### config.mk
export PLATFORM = sky130hd
export DESIGN_NAME = mem_arbiter
export DESIGN_NICKNAME = d
export VERILOG_FILES = /design/src/rtl/mem_arbiter.sv
export SDC_FILE = /design/constraint.sdc
export NUM_CORES = 1
export LEC_CHECK = 0
export CAP_MARGIN = 20
export CORE_MARGIN = 2
export CORE_UTILIZATION = 30
export DETAILED_ROUTE_END_ITERATION = 7
export HOLD_SLACK_MARGIN = 0.03
export PLACE_DENSITY = 0.8
export SLEW_MARGIN = 25
export SYNTH_ARGS = -nofsm -noshare
export SYNTH_HDL_FRONTEND = slang
export SYNTH_SLANG_ARGS = --single-unit
### constraint.sdc
create_clock -name clk -period 5.75 [get_ports clk]
set_clock_uncertainty 0.05 [all_clocks]
set_input_delay 1.15 -clock clk [delete_from_list [all_inputs] [get_ports clk]]
set_output_delay 1.15 -clock clk [all_outputs]
set_load 0.05 [all_outputs]
### src/rtl/mem_arbiter.sv
// Two-client arbiter for the single main-memory port: serialises instruction
// fetch reads and executor reads/writes, round-robin on contention.
module mem_arbiter #(
  parameter int ADDR_WIDTH = 32,
  parameter int DATA_WIDTH = 32
) (
  input  logic                  clk,
  input  logic                  reset,
  input  logic [ADDR_WIDTH-1:0] fetch_addr,
  input  logic                  fetch_valid,
  output logic [DATA_WIDTH-1:0] fetch_data,
  output logic                  fetch_ready,
  input  logic [ADDR_WIDTH-1:0] exec_mem_in_addr,
  input  logic [DATA_WIDTH-1:0] exec_mem_in_data,
  input  logic                  exec_mem_in_valid,
  output logic                  exec_mem_in_ready,
  input  logic [ADDR_WIDTH-1:0] exec_mem_out_addr,
  input  logic                  exec_mem_out_valid,
  output logic [DATA_WIDTH-1:0] exec_mem_out_data,
  output logic                  exec_mem_out_ready,
  output logic [ADDR_WIDTH-1:0] main_mem_in_addr,
  output logic [DATA_WIDTH-1:0] main_mem_in_data,
  output logic                  main_mem_in_valid,
  input  logic                  main_mem_in_ready,
  output logic [ADDR_WIDTH-1:0] main_mem_out_addr,
  output logic                  main_mem_out_valid,
  input  logic [DATA_WIDTH-1:0] main_mem_out_data,
  input  logic                  main_mem_out_ready
);

  typedef enum logic [2:0] {IDLE, F_RD, E_RD, E_WR, DONE} state_t;

  localparam logic GRANT_FETCH = 1'b0;
  localparam logic GRANT_EXEC  = 1'b1;

  state_t state, next_state;
  logic   last_grant, next_last_grant;
  logic   exec_req;
  state_t exec_candidate;

  // A pending executor write takes priority over its own read.
  assign exec_req       = exec_mem_in_valid | exec_mem_out_valid;
  assign exec_candidate = exec_mem_in_valid ? E_WR : E_RD;

  always_ff @(posedge clk) begin
    if (reset) begin
      state      <= IDLE;
      last_grant <= GRANT_EXEC;
    end else begin
      state      <= next_state;
      last_grant <= next_last_grant;
    end
  end

  always_comb begin
    next_state      = state;
    next_last_grant = last_grant;
    case (state)
      IDLE: begin
        if (fetch_valid && exec_req) begin
          if (last_grant == GRANT_EXEC) begin
            next_state      = F_RD;
            next_last_grant = GRANT_FETCH;
          end else begin
            next_state      = exec_candidate;
            next_last_grant = GRANT_EXEC;
          end
        end else if (fetch_valid) begin
          next_state      = F_RD;
          next_last_grant = GRANT_FETCH;
        end else if (exec_req) begin
          next_state      = exec_candidate;
          next_last_grant = GRANT_EXEC;
        end
      end
      F_RD, E_RD: if (main_mem_out_ready) next_state = DONE;
      E_WR:       if (main_mem_in_ready)  next_state = DONE;
      DONE:       next_state = IDLE;
      default:    next_state = IDLE;
    endcase
  end

  // Memory-side request registers; address/data persist after completion.
  always_ff @(posedge clk) begin
    if (reset) begin
      main_mem_in_addr   <= '0;
      main_mem_in_data   <= '0;
      main_mem_in_valid  <= 1'b0;
      main_mem_out_addr  <= '0;
      main_mem_out_valid <= 1'b0;
    end else if (state == IDLE) begin
      case (next_state)
        F_RD: begin
          main_mem_out_addr  <= fetch_addr;
          main_mem_out_valid <= 1'b1;
        end
        E_RD: begin
          main_mem_out_addr  <= exec_mem_out_addr;
          main_mem_out_valid <= 1'b1;
        end
        E_WR: begin
          main_mem_in_addr  <= exec_mem_in_addr;
          main_mem_in_data  <= exec_mem_in_data;
          main_mem_in_valid <= 1'b1;
        end
        default: ;
      endcase
    end else if (next_state == DONE) begin
      main_mem_in_valid  <= 1'b0;
      main_mem_out_valid <= 1'b0;
    end
  end

  // Completions go straight through, but only to a client still waiting.
  assign fetch_ready        = (state == F_RD) && main_mem_out_ready && fetch_valid;
  assign exec_mem_out_ready = (state == E_RD) && main_mem_out_ready && exec_mem_out_valid;
  assign exec_mem_in_ready  = (state == E_WR) && main_mem_in_ready && exec_mem_in_valid;
  assign fetch_data         = fetch_ready ? main_mem_out_data : '0;
  assign exec_mem_out_data  = exec_mem_out_ready ? main_mem_out_data : '0;

endmodule

### Word level (Yosys, flattened, before mapping)

Cells that the tools add are included.

| storage, ports and cells | value |
|---|---|
| bits in registers | 102 |
| bits of input ports | 167 |
| output and inout port bits | 165 |
| logic and storage cells | 55 |

| operators by class | value |
|---|---|
| eq/ne operators | 9 |
| multiplexer cells | 20 |
| bitwise gates (word level) | 1 |
| reductions and logical operators | 18 |

Operators by type and width:

| kind | count |
|---|---|
| 32-bit 2-to-1 mux | 2 |
| 32-bit case mux with 2 select lines | 1 |
| 3-bit 2-to-1 mux | 5 |
| 3-bit by 2-bit == test with 1-bit output, second input constant | 4 |
| 1-bit 2-to-1 mux | 10 |
| 2-bit AND reduction | 5 |
| 3-bit case mux with 3 select lines | 1 |
| 1-bit logical AND | 7 |
| 3-bit by 1-bit == test with 1-bit output, second input constant | 2 |
| 2-bit nonzero test | 2 |
| 2-bit OR reduction | 2 |
| 3-bit == test, second input constant | 1 |
| 3-bit zero test | 1 |
| 3-bit nonzero test | 1 |
| 2-bit 2-to-1 mux | 1 |
| 2-bit by 1-bit inequality test with 1-bit output, second input constant | 1 |
| 2-bit inequality test, second input constant | 1 |
| 1-bit OR | 1 |

### Depth between registers and ports, before layout

| depth | value |
|---|---|
| word-level depth | 9 |
| mapped depth | 7 |
| depth with buffers taken out | 5 |

### Worst setup path after synthesis

OpenSTA, ideal clock, no wires.

| timing path | value |
|---|---|
| kind | input -> output |
| start | in main_mem_out_ready |
| end | out exec_mem_out_data[22] |
| arrival | 2.528 ns |
| slack | 2.022 ns |
| cell stages on the path | 4 |
| buffers on the path | 1 |
| cell sequence | nand3b_1 -> nor2_1 -> clkbuf_1 -> and2_1 |

| on the way | value |
|---|---|
| longest elaborated chain between the ends | 3 |

Ends and longest elaborated chain:

| element | line | source |
|---|---|---|
| from (decl) | 28 | `input logic main_mem_out_ready` |
| 1-bit logical AND (2 in a row) | 116 | `assign exec_mem_out_ready = (state == E_RD) && main_mem_out_ready && exec_mem_out_valid;` |
| net exec_mem_out_ready | 20 | `output logic exec_mem_out_ready,` |
| 32-bit 2-to-1 mux | 119 | `assign exec_mem_out_data = exec_mem_out_ready ? main_mem_out_data : '0;` |
| to (decl) | 19 | `output logic [DATA_WIDTH-1:0] exec_mem_out_data,` |

The timed path passes the listed nets, and every way through them passes these cells.

### Worst setup path after layout

| timing path | value |
|---|---|
| start | in fetch_valid |
| end | out fetch_data[12] |

| on the way | value |
|---|---|
| longest elaborated chain between the ends | 2 |

Ends and longest elaborated chain:

| element | line | source |
|---|---|---|
| from (decl) | 10 | `input logic fetch_valid,` |
| 1-bit logical AND | 115 | `assign fetch_ready = (state == F_RD) && main_mem_out_ready && fetch_valid;` |
| 32-bit 2-to-1 mux | 118 | `assign fetch_data = fetch_ready ? main_mem_out_data : '0;` |
| to (decl) | 11 | `output logic [DATA_WIDTH-1:0] fetch_data,` |

Every way passes these cells.

==> results.py <==
metrics = {
    "synth": {
        "ys_seq_elements": 102,
        "async_flop_share_pct": 0,
        "synth-main-ff-cell": "dfxtp_1",
        "seq_area_frac_synth_pct": 44.0,
        "synth.distinct_cells": 33,
        "synth_cells": 572,
        "syn_area_per_cell_um2": 8.12,
        "yosys_warnings": 0,
        "synth_edf_count": 0,
        "syn-num-nets": 739,
        "synthesis.area_mm2": 0.00464,
    },
    "layout": {
        "seq_area_mm2": 0.00204,
        "final_layout_size_suffix_gt1_share_pct": 7.39,
        "nets": 1041,
        "antenna_cells": 0,
        "fillers": 1368,
        "final_util_pct": 55.0,
        "stdcell_count": 1067,
        "area_delta_synth_final_pct": 79.4,
        "multi_input_area_mm2": 0.00238,
    },
    "drt": {
        "drt_iter0_drc": 244,
        "drt-total-wl_um": 16400,
        "vias": 5026,
        "ant_nets": 0,
        "drtPass1Iterations": 5,
        "routedWlPerCell_um": 15.3,
        "drc_errors": 0,
        "via_per_inst": 4.71,
    },
    "power": {
        "powerDensity_mw_per_mm2": 339,
        "peakVddDrop_v": 0.000172,
        "p_leak_nw": 2.97,
    },
    "timing": {
        "drv_slew": 0,
        "slew_headroom_pct": 36.7,
        "tns_ns": 0,
        "setup_viol": 0,
        "worst_pin_slew_ns": 0.946,
        "fin_hold_ws_ns": 0.405,
        "period_share_pct": 82.6,
        "hold_viol_final": 0,
        "min_period_ns": 4.75,
        "rsz0062_at_grt": "false",
        "max_freq_mhz": 211,
    },
    "grt": {
        "grt_overflow": 0,
        "grtUsageTotal_pct": 18.8,
        "grt_pass1_vias": 4683,
        "antenna_found_initial": 0,
        "grt_max_degree": 66,
        "grt_pass1_wl_um": 24800,
    },
    "floorplan": {
        "ios": 332,
        "die_area_mm2": 0.0165,
        "die_x_um": 128,
        "core_mm2": 0.0151,
        "start_util_pct": 30.6,
        "rows": 45,
        "die_h_um": 128,
    },
    "worst_setup_path": {
        "crit_arrival_ns": 3.55,
        "r2r_setup_slack_ns": 2.85,
        "cp-start-kind": "primary input",
        "path_buf_inv": 2,
        "critPathMaxStageDelay_ns": 0.80,
        "crit_type": "primary input to primary output",
        "critPathMostFrequentCell": "clkdlybuf4s50_1",
        "r2r-start": "state[1]",
        "cp-end-kind": "primary output",
        "rr_endpoint": "main_mem_out_addr[8]",
        "slowest_stage": "clkdlybuf4s50_1",
        "worst-path-max-fanout": 33,
        "reg2reg_depth": 6,
        "required_ns": 4.55,
        "cp_cell_sequence": "clkdlybuf4s50_1 > and4b_1 > and2_1 > clkdlybuf4s50_1",
        "crit_family": "buffers and inverters",
    },
    "cts": {
        "h-tree-depth": 3,
        "cts.sinks": 102,
        "cts_buffer_depth": 2,
        "root_buffer": "clkbuf_16",
        "cts_buffers": 9,
        "path_clk_slew_ns": 0.08,
        "cts_hold_buffers": 0,
        "post-cts-setup-buffers": 0,
        "cts_tree": "done",
        "insertion_delay_ns": 0.35,
        "ctsResizeCount": 0,
    },
    "placed_design": {
        "io_buffers": 331,
        "gp_congestion": 0.825,
        "hpwl_um": 11800,
        "dpl.cell_count": 1051,
    },
    "min_path": {
        "hp-start": "main_mem_in_addr[2]",
        "whs_endpoint": "main_mem_in_addr[2]",
        "hold_path_class": "register to register",
        "hold_depth": 2,
    },
    "run": {
        "max-cap-violations": 0,
    },
    "run_status": {
        "status": "complete, no violations",
    },
}
==> per-stage QoR <==
stage	worst slack, ns	power, mW	area [um2]
5_1_grt	0.876	2.96	8330
3_3_place_gp	1.15	2.21	8020
6_report	1.00	2.82	8330
3_5_place_dp	0.986	2.22	8020
4_1_cts	0.983	2.86	8330
2_1_floorplan	2.02	1.78	4640
==> registers in the layout, indices dropped and copies added (netlist names) <==
name	count
main_mem_in_valid	1
state	3
main_mem_out_valid	1
main_mem_in_data	32
main_mem_in_addr	32
last_grant	1
main_mem_out_addr	32
==> Yosys cell counts (all sizes together) (2+ instances only) <==
library cell | instances | area share (%)
a21oi | 98 | 11
nand2 | 194 | 16
a21o | 2 | 0.32
nand3b | 2 | 0.32
nor3 | 2 | 0.22
clkbuf | 31 | 2.5
dfxtp | 102 | 44
nand2b | 2 | 0.27
a311oi | 32 | 10
and2 | 66 | 8.9
nor2 | 7 | 0.57
buf | 16 | 2.6
nand3 | 2 | 0.22
==> worst max-delay path by stage <==
| stage | start | cells past startpoint | end |
|---|---|---|---|
| 5_1_grt | fetch_valid | 4 | fetch_data[20] |
| 3_3_place_gp | fetch_valid | 4 | fetch_data[20] |
| 4_1_cts | fetch_valid | 4 | fetch_data[1] |
| 3_5_place_dp | fetch_valid | 4 | fetch_data[1] |
| 2_1_floorplan | main_mem_out_ready | 4 | exec_mem_out_data[22] |
| 6_report | fetch_valid | 4 | fetch_data[12] |
==> layout make-up <==
class	count	share of cell area, %
well taps	188	2.82
clock buffers	9	2.70
clock inverters	7	0.977
inverters	1	0.0451
repair buffers	338	40.4
flip-flops and latches	102	24.5
multi-input cells	422	28.5
==> per-layer routing <==
layer  vias up  routed length, um  share of wire (%)  global-route usage (%)
li1       2524                  -                  -                       -
met1      2267               6590                 40                    21.8
met2       203               7930                 48                    31.8
met3        32               1340                8.2                    6.44
met4         0                508                3.1                    8.08
met5         -                  0                  0                       0
==> cells in the final DEF, fill, tap and decap left out <==
master	instances
clkdlybuf4s50_1	330
nand2_1	194
dfxtp_1	102
a21oi_1	98
and2_1	65
a311oi_2	30
clkbuf_16	9
buf_4	8
nor2_1	7
nand2b_1	2
nand3b_1	2
nor3_2	2
a21o_1	2
a311oi_1	2
inv_8	2
inv_6	2
clkinv_8	2
nor2b_1	1
and4b_1	1
and4_1	1
or3_4	1
o2bb2ai_1	1
mux2_2	1
o22a_1	1
mux2i_1	1
a221oi_2	1
o22ai_4	1
nand3_2	1
a211o_2	1
a211oi_4	1
xnor2_2	1
and2_2	1
inv_1	1
nand3_1	1
o21ai_0	1
o211a_1	1
clkinv_4	1
==> logic make-up (layout without fill, tap and decap cells) <==
group                     count (synthesis)  count (layout)  synth area share [%]
muxes                                     2               2                 0.458
and+or+nand+nor                         279             279                  27.0
DFF                                     102             102                  44.0
AOI/OAI and AO/OA                       140             140                  23.0
xor gates and xnor gates                  1               1                 0.350
buffers and inverters                    48             355                  5.20
==> worst min-delay path, stage by stage, from the launching register on <==
cell and delay, ns:
dfxtp_1 0.31, nand2_1 0.05, a21oi_1 0.05
==> power by group <==
part,switching [mW],internal [mW]
clock network,0.315,0.312
logic,0.841,0.473
registers,0.0603,0.824
total,1.22,1.61
No activity file was read; power rests on OpenSTA's default activity.
==> edit, RTL diff (same settings) <==
`ADDR_WIDTH`: 32 -> 64.
--- a/src/rtl/mem_arbiter.sv
+++ b/src/rtl/mem_arbiter.sv
@@ -1,7 +1,7 @@
 // Two-client arbiter for the single main-memory port: serialises instruction
 // fetch reads and executor reads/writes, round-robin on contention.
 module mem_arbiter #(
-  parameter int ADDR_WIDTH = 32,
+  parameter int ADDR_WIDTH = 64,
   parameter int DATA_WIDTH = 32
 ) (
   input  logic                  clk,
Interface: changed (5 resized); port bits go from 332 to 492. The function was not compared with the original's and may differ.
==> edit against the original RTL <==
- cell area is 50% higher
- count of clock-buffer cells in the layout is 9 higher
- sequential cell count is 64 higher
- total power is 66% higher
- via count is 54% higher
- setup slack worse by 0.050 ns
- die area is 47% higher
- area after synthesis is 49% higher
- routed wire length is 66% higher
==> edit: results <==
logic_synthesis:
  syn_nets: 1154
  synth_sequential_area_ratio_pct: 48.14
  post_synth_most_frequent_cells: "sky130_fd_sc_hd__nand2_1, sky130_fd_sc_hd__dfxtp_1, sky130_fd_sc_hd__a21oi_1"
  post_synth_num_cell_types: 32
placed_design:
  placement.setup.worst_slack_ns: 0.9879
  io_buffers: 491
  gp_routability_congestion: 0.8237
drt:
  vias_per_cell: 4.750
  drt-initial-drc-count: 512
  wl_met3_um: 2273
  post_drt_wl_per_cell_um: 16.66
  drt-pass1-iter-count: 4
power_and_ir_drop:
  clock_net_power_w: 0.00111
  seqPwrFrac_pct: 31.2
  ir_worst_vdd_mv: 0.2296
  leakagePower_nw: 4.503
timing:
  max_slew_margin_pct: 32.44
critical_path:
  worst-endpoint-arrival_ns: 3.60
grt:
  grt_max_degree: 98
  met1_track_utilization_from_global_routing_pct: 24.93
  number_of_global_route_vias_before_repair: 7314
  track_usage_pct: 20.94
  grt_first_pass_wirelength_um: 40340
run_status:
  outcome: "completed"
clocking:
  clkLatencyLatePin_ns: 0.41
  cts-buffers-inserted: 17
cells_and_area:
  reg.largest.list: "main_mem_in_addr (64), main_mem_out_addr (64), main_mem_in_data (32)"
edit: area by class of cell:
class / count / area [µm²]
clock buffers: 18 / 429.2
multi-input cells: 645 / 3288
fillers: 2078 / 10120
well taps: 285 / 356.6
flip-flops and latches: 166 / 3323
repair buffers: 499 / 4985
inverters: 1 / 3.754
clock inverters: 14 / 135.1
edit: kinds of logic (layout without fill, tap and decap cells):
group / count (synthesis) / in the layout / share of synthesized area (%)
flops: 166 / 166 / 48.14
mux: 3 / 3 / 0.4350
simple gates: 406 / 406 / 25.20
buf+inv: 80 / 532 / 4.840
compound gates: 235 / 235 / 21.26
xor+xnor: 1 / 1 / 0.1269
edit: worst paths after layout:
kind         slack, ns  cells past startpoint                    end                 start
max               0.95                      4   exec_mem_out_data[2]    main_mem_out_ready
max reg2reg       2.40                      7  main_mem_out_addr[16]              state[1]
min reg2reg       0.40                      2   main_mem_in_addr[44]  main_mem_in_addr[44]
min               0.40                      2   main_mem_in_addr[44]  main_mem_in_addr[44]
edit: critical path, cell delays in order:
cell	delay [ns]
sky130_fd_sc_hd__clkdlybuf4s50_1	0.52
sky130_fd_sc_hd__and4b_1	0.85
sky130_fd_sc_hd__and2_1	0.26
sky130_fd_sc_hd__clkdlybuf4s50_1	0.80
edit: metrics by stage:
step	std cells	power, W	area (µm²)	util (%)	hold slack [ns]
finish	1628	0.004684	12520	55.30	0.4035
global route	1628	0.004900	12520	55.30	0.4191
CTS	1628	0.004727	12520	55.30	0.4050
detailed placement	1596	0.003608	11960	52.81	0.3957
global placement	1596	0.003584	11950	52.78	0.3908
floorplan	891	0.002823	6903	-	0.4409
